### config.mk
export PLATFORM = sky130hd
export DESIGN_NAME = vram_write_queue
export DESIGN_NICKNAME = d
export VERILOG_FILES = /design/src/rtl/vram_wq_pkg.sv /design/src/rtl/sync_fifo.sv /design/src/rtl/vram_write_queue.sv
export SDC_FILE = /design/constraint.sdc
export NUM_CORES = 1
export LEC_CHECK = 0
export CORE_ASPECT_RATIO = 0.9
export CORE_MARGIN = 2
export CORE_UTILIZATION = 53
export CTS_CLUSTER_DIAMETER = 50
export CTS_CLUSTER_SIZE = 20
export DETAILED_ROUTE_END_ITERATION = 10
export GPL_TIMING_DRIVEN = 0
export PLACE_DENSITY = 0.73
export SLEW_MARGIN = 20
export SYNTH_ARGS = -nofsm -noshare
export SYNTH_HDL_FRONTEND = slang
export SYNTH_SLANG_ARGS = --single-unit
### constraint.sdc
create_clock -name pixel_clk -period 4.64 [get_ports pixel_clk]
set_clock_uncertainty 0.1 [all_clocks]
set_input_delay 1.392 -clock pixel_clk [delete_from_list [all_inputs] [get_ports pixel_clk]]
set_output_delay 1.392 -clock pixel_clk [all_outputs]
set_load 0.05 [all_outputs]
### src/rtl/vram_wq_pkg.sv
// Shared definitions for the VRAM posted-write queue.
// Latency: none (types and constants only).
// Backpressure: none (types and constants only).
package vram_wq_pkg;

  // Default geometry of the host/VRAM word path.
  localparam int ADDR_W_DEF = 13;
  localparam int DATA_W_DEF = 16;

  // Drain FSM encoding.
  typedef enum logic {
    ST_IDLE  = 1'b0,
    ST_WRITE = 1'b1
  } drain_st_t;

endpackage

### src/rtl/sync_fifo.sv
// Single-clock FIFO with an exported fill level; head entry is visible combinationally.
// Latency: a pushed entry is visible at the head one cycle after the push edge.
// Backpressure: caller must not push when full nor pop when empty; full/empty are exported.
//
// Ports:
//   clk, reset       clock and synchronous active-high reset
//   push, push_dat   write one entry
//   pop              retire the head entry
//   head_dat         current head entry
//   level            number of stored entries, 0..DEPTH
//   empty, full      level == 0 / level == DEPTH
module sync_fifo #(
  parameter int WIDTH = 29,
  parameter int DEPTH = 8
) (
  input  logic                     clk,
  input  logic                     reset,
  input  logic                     push,
  input  logic [WIDTH-1:0]         push_dat,
  input  logic                     pop,
  output logic [WIDTH-1:0]         head_dat,
  output logic [$clog2(DEPTH):0]   level,
  output logic                     empty,
  output logic                     full
);

  localparam int AW = $clog2(DEPTH);
  localparam logic [AW:0] FULL_LVL = (AW+1)'(DEPTH);

  logic [WIDTH-1:0] mem [DEPTH];
  logic [AW-1:0]    wr_ptr;
  logic [AW-1:0]    rd_ptr;

  // DEPTH is a power of two, so the pointers wrap by plain overflow.
  always_ff @(posedge clk) begin
    if (reset) begin
      wr_ptr <= '0;
      rd_ptr <= '0;
      level  <= '0;
    end else begin
      if (push) wr_ptr <= wr_ptr + AW'(1);
      if (pop)  rd_ptr <= rd_ptr + AW'(1);
      case ({push, pop})
        2'b10:   level <= level + (AW+1)'(1);
        2'b01:   level <= level - (AW+1)'(1);
        default: level <= level;
      endcase
    end
  end

  // Storage needs no reset; level qualifies every read.
  always_ff @(posedge clk) begin
    if (push) mem[wr_ptr] <= push_dat;
  end

  assign head_dat = mem[rd_ptr];
  assign empty    = (level == '0);
  assign full     = (level == FULL_LVL);

endmodule

### src/rtl/vram_write_queue.sv
// Posted host-write buffer that drains into VRAM only while scanout leaves the memory free.
// Latency: host_done one cycle after accept; vram_cs two cycles after accept when empty and the window is open.
// Backpressure: host_cs is held without acknowledge while the FIFO is full; VRAM writes stretch until vram_done.
//
// Ports:
//   pixel_clk, reset              single clock, synchronous active-high reset
//   host_cs/addr/data, host_done  held write request and its one-cycle acknowledge
//   host_write_avail, level       registered free-space flag and current fill level
//   vblank, hblank                scanout blanking; hblank matters only with VRAM_WQ_HBLANK_DRAIN_EN
//   vram_cs/we/addr/wdata, vram_done  VRAM write port and its completion strobe
// Build option: define VRAM_WQ_HBLANK_DRAIN_EN to also drain during horizontal blanking.
module vram_write_queue
  import vram_wq_pkg::*;
#(
  parameter int ADDR_W = ADDR_W_DEF,
  parameter int DATA_W = DATA_W_DEF,
  parameter int DEPTH  = 8
) (
  input  logic                     pixel_clk,
  input  logic                     reset,
  input  logic                     host_cs,
  input  logic [ADDR_W-1:0]        host_addr,
  input  logic [DATA_W-1:0]        host_data,
  output logic                     host_done,
  output logic                     host_write_avail,
  output logic [$clog2(DEPTH):0]   level,
  input  logic                     vblank,
  input  logic                     hblank,
  output logic                     vram_cs,
  output logic                     vram_we,
  output logic [ADDR_W-1:0]        vram_addr,
  output logic [DATA_W-1:0]        vram_wdata,
  input  logic                     vram_done
);

  localparam int LW = $clog2(DEPTH) + 1;
  localparam logic [LW-1:0] FULL_LVL = LW'(DEPTH);

  logic                     acked;
  logic                     accept;
  logic                     pop;
  logic                     window;
  logic                     empty;
  logic                     full;
  logic [ADDR_W+DATA_W-1:0] head;
  logic [LW-1:0]            level_nxt;
  drain_st_t                state;

`ifdef VRAM_WQ_HBLANK_DRAIN_EN
  assign window = vblank || hblank;
`else
  logic unused_hblank;
  assign unused_hblank = hblank;
  assign window        = vblank;
`endif

  // acked blocks a still-held request from being pushed a second time.
  assign accept = host_cs && !acked && !full;
  // The head retires on the same edge the VRAM reports completion.
  assign pop    = (state == ST_WRITE) && vram_done;

  sync_fifo #(
    .WIDTH (ADDR_W + DATA_W),
    .DEPTH (DEPTH)
  ) u_fifo (
    .clk      (pixel_clk),
    .reset    (reset),
    .push     (accept),
    .push_dat ({host_addr, host_data}),
    .pop      (pop),
    .head_dat (head),
    .level    (level),
    .empty    (empty),
    .full     (full)
  );

  // Fill level after this edge, so host_write_avail tracks level without lag.
  always_comb begin
    level_nxt = level;
    if (accept && !pop)      level_nxt = level + LW'(1);
    else if (!accept && pop) level_nxt = level - LW'(1);
  end

  always_ff @(posedge pixel_clk) begin
    if (reset) begin
      acked            <= 1'b0;
      host_done        <= 1'b0;
      host_write_avail <= 1'b1;
    end else begin
      host_done        <= accept;
      host_write_avail <= (level_nxt != FULL_LVL);
      if (!host_cs)    acked <= 1'b0;
      else if (accept) acked <= 1'b1;
    end
  end

  // Drain FSM: a started write runs to vram_done regardless of the window.
  always_ff @(posedge pixel_clk) begin
    if (reset) begin
      state      <= ST_IDLE;
      vram_cs    <= 1'b0;
      vram_addr  <= '0;
      vram_wdata <= '0;
    end else begin
      case (state)
        ST_IDLE: begin
          if (window && !empty) begin
            state                   <= ST_WRITE;
            vram_cs                 <= 1'b1;
            {vram_addr, vram_wdata} <= head;
          end
        end
        ST_WRITE: begin
          if (vram_done) begin
            state   <= ST_IDLE;
            vram_cs <= 1'b0;
          end
        end
        default: begin
          state   <= ST_IDLE;
          vram_cs <= 1'b0;
        end
      endcase
    end
  end

  assign vram_we = vram_cs;

endmodule
==> flow_summary.ini <==
[floorplanning]
dieArea_um2 = 21100
coreArea_um2 = 19300
die_w_um = 153
initial_core_util_pct = 54.6
boundaryPins = 72
rows = 48
die_y_um = 138

[worst_hold_path]
min_path_cells = 2
min_path_type = reg2reg
whs_endpoint = vram_wdata[9]
min_from = vram_wdata[9]

[placed_design]
portBuffers = 69
placed_cell_area_um2 = 11800
gp_congestion = 0.827
place_hpwl_mm = 13.6

[cells_and_area]
seq_area_um2 = 7850
syn2layout_area_growth_pct = 19.1
final_area_um2 = 12600
fillCellCount = 1319
fin_nets = 697
multi_input_area_um2 = 2540
drive_gt1_share_pct = 21.5

[timing]
rsz0062_at_grt = false
timing.final.crit_share_pct = 74.8
slew_violations = 0
setup_viol_count_final = 0
finalCriticalPeriod_ps = 3470
slew_headroom_pct = 47.2
timing.fmax_ghz = 0.288
hold_violations = 0
worst_pin_slew_ps = 792

[clocking]
clock_sinks = 276
cts_tree = done
numCtsBuffers = 23
cts.clk_slew.worst_paths_ps = 80
insertion_delay_ps = 510
post-cts-setup-buffers = 0
h-tree-depth = 1
cts_resized = 0
clk_path_buf_depth = 3
cts_root_buffer = clkbuf_16
cts_hold_buf = 0

[global_route]
grt_usage_pct = 20.8
grt.overflow.total = 0
grt_pass1_vias = 5568
grt_pass1_wl_mm = 32.9
grt_max_degree = 21
antenna_found_initial = 1

[routing]
wl_per_cell_um = 22.9
vias = 5411
initialDrtViolationCount = 458
antenna_left = 0
wirelength_mm = 21.1
vias_per_cell = 5.88
drc = 0
firstDrtPassIters = 4

[worst_setup_path]
r2r_end = u_fifo.mem[4][14]
start_kind = input port
rrSetupSlack_ps = 1470
worstPathRequired_ps = 4750
worstPathArrival_ps = 3580
cp-end-kind = flop
rr_worst_depth = 10
path_class = in2reg
startpoint = host_cs
worstPathMaxFanout = 9
rr_startpoint = u_fifo.level[0]

[status]
outcome = completed

[synthesis]
syn-num-nets = 581
synth_area_um2 = 10600
synthArstFlopShare_pct = 0
netlist_instances = 538
ys_seq_area_share_pct = 74.3
synth_edf_count = 232
yosysWarnings = 0
ys_types = 39
synth_ff_type = edfxtp_1
synth-seq-cells = 276
syn_area_per_cell_um2 = 19.6

[job]
drv_cap = 0

[power]
irDropWorstVdd_mv = 0.263
power_w = 0.00528
leakage_nw = 4.01
powerDensity_nw_per_um2 = 420
## layer usage
| metal | vias up | wire length, um | track usage [%] |
|---|---|---|---|
| met5 | - | 0 | 0 |
| met4 | 0 | 368 | 4.73 |
| met3 | 31 | 1000 | 3.34 |
| li1 | 2400 | - | - |
| met1 | 2824 | 9260 | 29.4 |
| met2 | 156 | 10500 | 35.0 |
## cells in the final DEF, fill, tap and decap left out, types with 3 or more instances in the layout
cell | synthesis | routed
a211oi_1 | 30 | 30
a21oi_1 | 6 | 6
buf_12 | 2 | 3
buf_2 | 10 | 10
buf_4 | 9 | 24
buf_6 | 1 | 5
clkbuf_1 | 8 | 9
clkbuf_16 | 0 | 23
clkdlybuf4s50_1 | 0 | 69
clkinv_1 | 0 | 4
dfxtp_1 | 44 | 44
edfxtp_1 | 232 | 232
ha_1 | 8 | 8
inv_1 | 5 | 5
inv_6 | 0 | 4
mux2i_1 | 31 | 31
mux4_1 | 6 | 6
mux4_2 | 52 | 52
nand2_1 | 10 | 10
nor2_1 | 43 | 40
nor2_4 | 0 | 3
nor3_1 | 7 | 3
nor3_2 | 0 | 4
xnor2_1 | 4 | 4
xor2_1 | 4 | 4
## logic make-up after synthesis
family / after synthesis / share of synthesized area [%]
XOR/XNOR: 8 / 0.663
AND/OR/NAND/NOR: 79 / 3.67
adder cells (fa/ha/maj): 8 / 0.948
buffers and inverters: 38 / 2.24
multiplexers: 89 / 15.5
AO/OA/AOI/OAI: 40 / 2.68
flip-flops: 276 / 74.3
## synth_stat cells, types with 2 or more instances
cell | n | area share [%]
edfxtp_1 | 232 | 66
mux4_2 | 52 | 11
dfxtp_1 | 44 | 8.3
nor2_1 | 43 | 1.5
mux2i_1 | 31 | 2.9
a211oi_1 | 30 | 2.1
buf_2 | 10 | 0.47
nand2_1 | 10 | 0.36
buf_4 | 9 | 0.64
clkbuf_1 | 8 | 0.28
ha_1 | 8 | 0.95
nor3_1 | 7 | 0.33
a21oi_1 | 6 | 0.28
mux4_1 | 6 | 1.5
inv_1 | 5 | 0.18
xnor2_1 | 4 | 0.33
xor2_1 | 4 | 0.33
buf_12 | 2 | 0.38
clkbuf_4 | 2 | 0.14
nand2b_1 | 2 | 0.12
nand4b_1 | 2 | 0.17
nor3b_1 | 2 | 0.14
or3_1 | 2 | 0.12
or4b_1 | 2 | 0.19
## power by group
group | internal (W) | switching (W)
clock | 0.00106 | 0.000880
combinational | 0.000199 | 0.000339
sequential | 0.00277 | 0.0000409
total | 0.00402 | 0.00126
## area by class of cell
class / count / area share [%]
Antenna cell: 1 / 0.0199
Buffer: 32 / 1.70
Clock buffer: 25 / 4.71
Clock inverter: 15 / 1.22
Inverter: 6 / 0.179
Multi-Input combinational cell: 224 / 20.2
Sequential cell: 276 / 62.4
Tap cell: 250 / 2.49
Timing Repair Buffer: 91 / 7.14
## registers in the layout, summed over array words and instances (netlist names)
name and flops:
vram_cs 1, state 1, u_fifo.rd_ptr 3, host_done 1, acked 1, u_fifo.mem 232, vram_wdata 16, host_write_avail 1
vram_addr 13, u_fifo.wr_ptr 3, u_fifo.level 4
## per-stage QoR
stage	instances	setup slack (ps)	hold slack [ps]	setup TNS, ps	util [%]
floorplan	538	304	377	0	-
global placement	857	-2220	386	-343600	59.8
detailed placement	879	647	393	0	61.2
CTS	919	1170	400	0	65.0
global route	920	1010	427	0	65.1
finish	920	1170	400	0	65.1
## worst max-delay path by stage
| stage | end | slack, ps | depth (start not counted) |
|---|---|---|---|
| floorplan | u_fifo.mem[4][0] | 300 | 4 |
| global placement | u_fifo.mem[1][11] | -2220 | 3 |
| detailed placement | u_fifo.mem[4][5] | 650 | 8 |
| CTS | u_fifo.mem[4][14] | 1170 | 8 |
| global route | u_fifo.mem[4][14] | 1010 | 8 |
| finish | u_fifo.mem[4][14] | 1170 | 8 |
## critical path: stages
cell,delay (ps)
clkdlybuf4s50_1,510
nand3b_2,260
inv_2,190
nand2_1,220
nor3_2,330
buf_4,250
buf_4,210
buf_4,210
Power figures use the tool's default switching activity.
